`src/rtl/mmio_uart_tx.sv`:
```
// Memory-mapped 8N1 UART transmitter: TXDATA/STATUS window on the M-stage store bus,
// byte FIFO feeding a start/data/stop serialiser with a registered line output.
module mmio_uart_tx #(
  parameter logic [31:0] BASE_ADDR    = 32'h1000_0000,
  parameter int unsigned CLKS_PER_BIT = 16,
  parameter int unsigned FIFO_DEPTH   = 8
) (
  input  logic        clk,
  input  logic        reset,
  input  logic        memwrite,
  input  logic [31:0] dataadr,
  input  logic [31:0] writedata,
  output logic        sel,
  output logic [31:0] rdata,
  output logic        tx,
  output logic        irq_empty
);

  localparam int unsigned AW = $clog2(FIFO_DEPTH);
  localparam int unsigned CW = AW + 1;
  localparam int unsigned BW = $clog2(CLKS_PER_BIT);
  localparam logic [BW-1:0] BAUD_RELOAD = BW'(CLKS_PER_BIT - 1);

  typedef enum logic [1:0] {IDLE, START, DATA, STOP} state_t;

  state_t        state, state_n;
  logic [BW-1:0] baud, baud_n;
  logic [2:0]    bitcnt, bitcnt_n;
  logic [7:0]    shift, shift_n;
  logic [AW-1:0] rdptr, wrptr;
  logic [CW-1:0] count, count_n;
  logic          overflow;
  logic [7:0]    mem [FIFO_DEPTH];

  logic full, empty, push_req, push, pop, status_wr, tx_n;
  logic [31:0] status;
  logic unused_bits;

  assign unused_bits = ^{writedata[31:8], dataadr[1:0]};

  assign sel       = (dataadr[31:3] == BASE_ADDR[31:3]);
  assign full      = (count == CW'(FIFO_DEPTH));
  assign empty     = (count == '0);
  assign push_req  = memwrite & sel & ~dataadr[2];
  assign push      = push_req & ~full;
  assign status_wr = memwrite & sel & dataadr[2];

  always_comb begin
    status          = '0;
    status[0]       = full;
    status[1]       = empty;
    status[2]       = (state != IDLE);
    status[3]       = overflow;
    status[8 +: CW] = count;
    rdata           = (sel && dataadr[2]) ? status : '0;
  end

  always_comb begin
    state_n  = state;
    baud_n   = baud;
    bitcnt_n = bitcnt;
    shift_n  = shift;
    pop      = 1'b0;
    unique case (state)
      IDLE: begin
        if (!empty) begin
          pop      = 1'b1;
          shift_n  = mem[rdptr];
          bitcnt_n = '0;
          baud_n   = BAUD_RELOAD;
          state_n  = START;
        end
      end
      START: begin
        if (baud == '0) begin
          baud_n  = BAUD_RELOAD;
          state_n = DATA;
        end else begin
          baud_n = baud - 1'b1;
        end
      end
      DATA: begin
        if (baud == '0) begin
          baud_n   = BAUD_RELOAD;
          shift_n  = {1'b0, shift[7:1]};
          bitcnt_n = bitcnt + 3'd1;
          if (bitcnt == 3'd7) state_n = STOP;
        end else begin
          baud_n = baud - 1'b1;
        end
      end
      STOP: begin
        if (baud == '0) begin
          // Chain straight into the next START so queued frames leave no idle gap.
          if (!empty) begin
            pop      = 1'b1;
            shift_n  = mem[rdptr];
            bitcnt_n = '0;
            baud_n   = BAUD_RELOAD;
            state_n  = START;
          end else begin
            state_n = IDLE;
          end
        end else begin
          baud_n = baud - 1'b1;
        end
      end
      default: state_n = IDLE;
    endcase

    count_n = count + CW'(push) - CW'(pop);

    unique case (state_n)
      START:   tx_n = 1'b0;
      DATA:    tx_n = shift_n[0];
      default: tx_n = 1'b1;
    endcase
  end

  always_ff @(posedge clk) begin
    if (reset) begin
      state     <= IDLE;
      baud      <= '0;
      bitcnt    <= '0;
      shift     <= '0;
      rdptr     <= '0;
      wrptr     <= '0;
      count     <= '0;
      overflow  <= 1'b0;
      tx        <= 1'b1;
      irq_empty <= 1'b1;
    end else begin
      state     <= state_n;
      baud      <= baud_n;
      bitcnt    <= bitcnt_n;
      shift     <= shift_n;
      count     <= count_n;
      tx        <= tx_n;
      irq_empty <= (count_n == '0) && (state_n == IDLE);
      if (push) wrptr <= wrptr + 1'b1;
      if (pop)  rdptr <= rdptr + 1'b1;
      if (status_wr)
        overflow <= 1'b0;
      else if (push_req && full)
        overflow <= 1'b1;
    end
  end

  always_ff @(posedge clk) begin
    if (push) mem[wrptr] <= writedata[7:0];
  end

endmodule
```
`config.mk`:
```
export PLATFORM = sky130hd
export DESIGN_NAME = mmio_uart_tx
export DESIGN_NICKNAME = d
export VERILOG_FILES = /design/src/rtl/mmio_uart_tx.sv
export SDC_FILE = /design/constraint.sdc
export NUM_CORES = 1
export LEC_CHECK = 0
export CORE_MARGIN = 5
export CORE_UTILIZATION = 50
export CTS_CLUSTER_DIAMETER = 40
export DETAILED_ROUTE_END_ITERATION = 10
export GPL_TIMING_DRIVEN = 1
export PLACE_DENSITY_LB_ADDON = 0.12
export SYNTH_ARGS = -nofsm -noshare
export SYNTH_HDL_FRONTEND = slang
export SYNTH_SLANG_ARGS = --single-unit
export TNS_END_PERCENT = 1
```
`constraint.sdc`:
```
create_clock -name clk -period 3 [get_ports clk]
set_input_delay 0.3 -clock clk [delete_from_list [all_inputs] [get_ports clk]]
set_output_delay 0.3 -clock clk [all_outputs]
set_load 0.005 [all_outputs]
```
==> results of run 1 <==
routing by layer:
metal / track usage (%) / vias to the layer above
li1: - / 1335
met5: 0 / -
met4: 5.30 / 0
met2: 26.3 / 77
met1: 21.6 / 1339
met3: 3.39 / 6
worst min path at each step:
stage / start / to / slack (ps)
6_report: shift[4] / shift[3] / 480
5_1_grt: shift[2] / shift[1] / 510
4_1_cts: shift[2] / shift[1] / 480
3_3_place_gp: shift[6] / shift[5] / 440
3_5_place_dp: shift[2] / shift[1] / 450
2_1_floorplan: writedata[0] / mem[0][0] / 400
synthesized netlist by cell type (all sizes together):
master / instances
a2111oi: 1
a21o: 1
a21oi: 11
a222oi: 1
a22oi: 2
a311oi: 1
a31oi: 3
a32o: 1
a32oi: 1
and2: 1
and3: 5
and4bb: 1
buf: 29
clkbuf: 6
conb: 1
dfxtp: 33
edfxtp: 64
fa: 1
ha: 16
inv: 20
mux2: 2
mux2i: 10
mux4: 16
nand2: 16
nand2b: 3
nand3: 1
nand4: 2
nor2: 34
nor2b: 2
nor3: 7
nor3b: 7
nor4: 6
nor4b: 1
o21a: 1
o21ai: 7
o221a: 2
o221ai: 6
o31ai: 4
or2: 1
or3: 1
or3b: 2
xnor2: 4
xor2: 1
registers in the layout, summed over array words and instances, names as in the netlist, named ones only:
signal,cells
count,4
irq_empty,1
baud,4
state,2
wrptr,3
bitcnt,3
overflow,1
rdptr,3
mem,64
tx,1
shift,8
logic make-up (layout without fill, tap and decap cells):
family          Yosys count  count (layout)  share of synthesized area [%]
buf+inv                  55             106                           7.78
flops                    97              97                           57.6
compound gates           42              42                           6.81
xor+xnor                  5               5                          0.977
mux                      28              28                           10.9
fa+ha+maj                17              17                           4.91
simple gates             90              90                           10.9
other cells               1              24                         0.0836
cell usage in the layout (no fill, tap or decap), types with 3 or more instances in the layout:
master and instances:
mux2i_1 10, o31ai_1 4, inv_1 19, clkdlybuf4s50_1 51
dfxtp_1 33, nand2b_1 3, o21ai_0 3, nor3_1 7
nor3b_1 5, o221ai_1 6, nand2_1 16, o21ai_1 3
nor4_1 5, inv_6 3, xnor2_1 4, clkbuf_8 9
edfxtp_1 64, mux4_2 14, conb_1 24, ha_1 16
buf_4 19, nor2_1 33, a21oi_1 10, and3_1 5
a31oi_1 3
power by group through the flow:
stage                     clock [mW]  combinational [mW]  sequential, mW
after floorplan                    0                1.06            1.65
after global placement             0                1.29            1.72
after detailed placement           0                1.31            1.73
after CTS                      0.850                1.32            1.69
after global routing           0.911                1.48            1.72
final                          0.818                1.30            1.69
area by class of cell:
type                    instances  area share, %
flip-flops and latches         97           48.9
multi-input cells             206           31.1
repair buffers                 70           12.4
well taps                     108           2.56
clock buffers                   9           2.34
inverters                      20           1.42
clock inverters                 7           1.33
per-stage QoR:
step           cells  hold slack [ps]  setup TNS [ps]  area (um^2)  util [%]
2_1_floorplan    358              399               0         4570         -
3_3_place_gp     501              440            -114         5080      58.3
3_5_place_dp     501              451            -133         5080      58.3
4_1_cts          517              475               0         5280      60.5
5_1_grt          517              513               0         5290      60.6
6_report         517              477               0         5290      60.6
worst max-delay path: cells and delay by family:
family                 cells  cell delay (ps)
buffers and inverters      2              910
AND/OR/NAND/NOR            5             1210
==> key figures, run 1 <==
Outcome
  • Outcome: complete, no violations

CTS
  • CTS resizes: 0
  • Worst-path clk slew: 100 ps
  • H-tree level count: 3
  • Clock Tree Buf Depth: 2
  • Root buffer cell: clkbuf_8
  • Clock latency at the later pin of the worst-skew pair: 360 ps
  • # Post-CTS Setup Buffers: 0
  • Total CTS buffers: 9
  • Hold_buf cts: 0
  • CTS Sinks: 97
  • CTS tree: yes

Pwr
  • Lkg Pwr: 1.89 nW
  • VDD IR-drop max: 0.000331 V
  • Switching share of power: 33.5%
  • Reg power frac: 44.3%
  • Combinational fraction of design power: 34.2%
  • Switching power: 1.27 mW
  • Pwr Total: 3.81 mW
  • Clock Power Share: 21.5%
  • Pwr/cell area: 721 nW/um^2
  • Internal Pwr Total: 2.53 mW

STA
  • Slew Viols, Final: 0
  • Worst Tran Pin Value: 759 ps
  • Fin crit period: 2730 ps
  • Unrepaired setup endpoints after global routing: no
  • Normalized max-slew margin: 49.3%
  • FMAX: 367 MHz
  • Final setup violation count: 0
  • Clock skew: 12.0 ps
  • Crit share post-route: 90.9%
  • Setup ws final: 273 ps
  • Final hold vios: 0

Global route
  • First-pass GRT wire length: 13,700 um
  • Initial antenna violation count: 0
  • Vias in the first global route: 2,729
  • Remaining global-route overflow: 0
  • Gr usage total: 16.1%
  • Largest net degree at the start of global routing: 21

Setup path
  • Reg2reg end: irq_empty
  • Worst path cell trace: clkdlybuf4s50_1 > nor4_1 > nand4_1 > nor2_1 > nand2_1 > nor2_1 > clkdlybuf4s50_1
  • Critical Path AT: 2430 ps
  • CP max FO: 7
  • Critical Path Source Type: input port
  • Worst path slowest cell: clkdlybuf4s50_1
  • Nature of the critical path endpoint: primary output
  • FF-to-FF setup slack: 300 ps
  • CP startpoint: dataadr[18]
  • WP data required: 2700 ps
  • WS Path Type: input port to primary output
  • Max incr delay on CP: 510 ps
  • CP endpoint: rdata[10]
  • R2R depth: 12
  • Worst r2r src: baud[0]

Routing
  • Met1 Routed Length: 3540 um
  • WL final: 8370 um
  • DRC Markers: 0
  • Iteration-0 DRC Markers: 131
  • Top layer in use: met4
  • WL/cell: 16.2 um
  • Via density: 5.33
  • DRT antenna net count: 0
  • Vias: 2,757
  • Met2 Routed Length: 4210 um
  • Drt first pass iters: 4
  • Met3 Wirelength: 566 um

Die
  • Die width: 105 um
  • # IOs: 102
  • Core area: 8720 um^2
  • Full die area: 11,000 um^2
  • Initial Util: 51.4%
  • Row Count: 34
  • Die H: 105 um

Min path
  • Hold path depth: 2
  • Worst hold path type: register to register

Synthesis
  • Synth area leaders: edfxtp_1 43%, dfxtp_1 15%, mux4_2 7.0%, ha_1 4.5%, buf_4 4.2%
  • Post-synthesis sequential area ratio: 57.6%
  • Post-Syn Area: 4480 um^2
  • Yosys reg bits: 97
  • Post-synthesis cell count: 335
  • Top-area cell type share of the netlist area: 42.9%
  • Syn Area/Cell: 13.4 um^2
  • Warnings from Yosys: 0
  • Biggest area consumer among synthesized cells: edfxtp_1
  • Synth cell types: 54

Placement
  • Post-DP HPWL: 6050 um
  • IO buf count: 51
  • Pre-CTS setup slack: -133 ps
  • Gp weighted congestion: 0.796

Layout
  • N_diodes: 0
  • Multi-input gate area: 1650 um^2
  • Fraction of layout cells with a size suffix above 1: 15.4%
  • Fill cells: 690
  • Reg area: 2580 um^2
  • Area Growth Syn to Fin: 17.9%
  • Nets: 488

Flow run
  • Reported max-cap violation count: 0
Note: power is estimated with default switching activity, not from simulation.
==> inputs of run 2 (changes only) <==
--- a/config.mk
+++ b/config.mk
@@ -7,6 +7,7 @@
 export LEC_CHECK = 0
 export CORE_MARGIN = 5
 export CORE_UTILIZATION = 50
+export CTS_BUF_LIST = sky130_fd_sc_hd__clkbuf_8 sky130_fd_sc_hd__clkbuf_16
 export CTS_CLUSTER_DIAMETER = 40
 export DETAILED_ROUTE_END_ITERATION = 10
 export GPL_TIMING_DRIVEN = 1
==> results of run 2 <==
No change in the layout: final DEF, timing and power equal those of run 1.
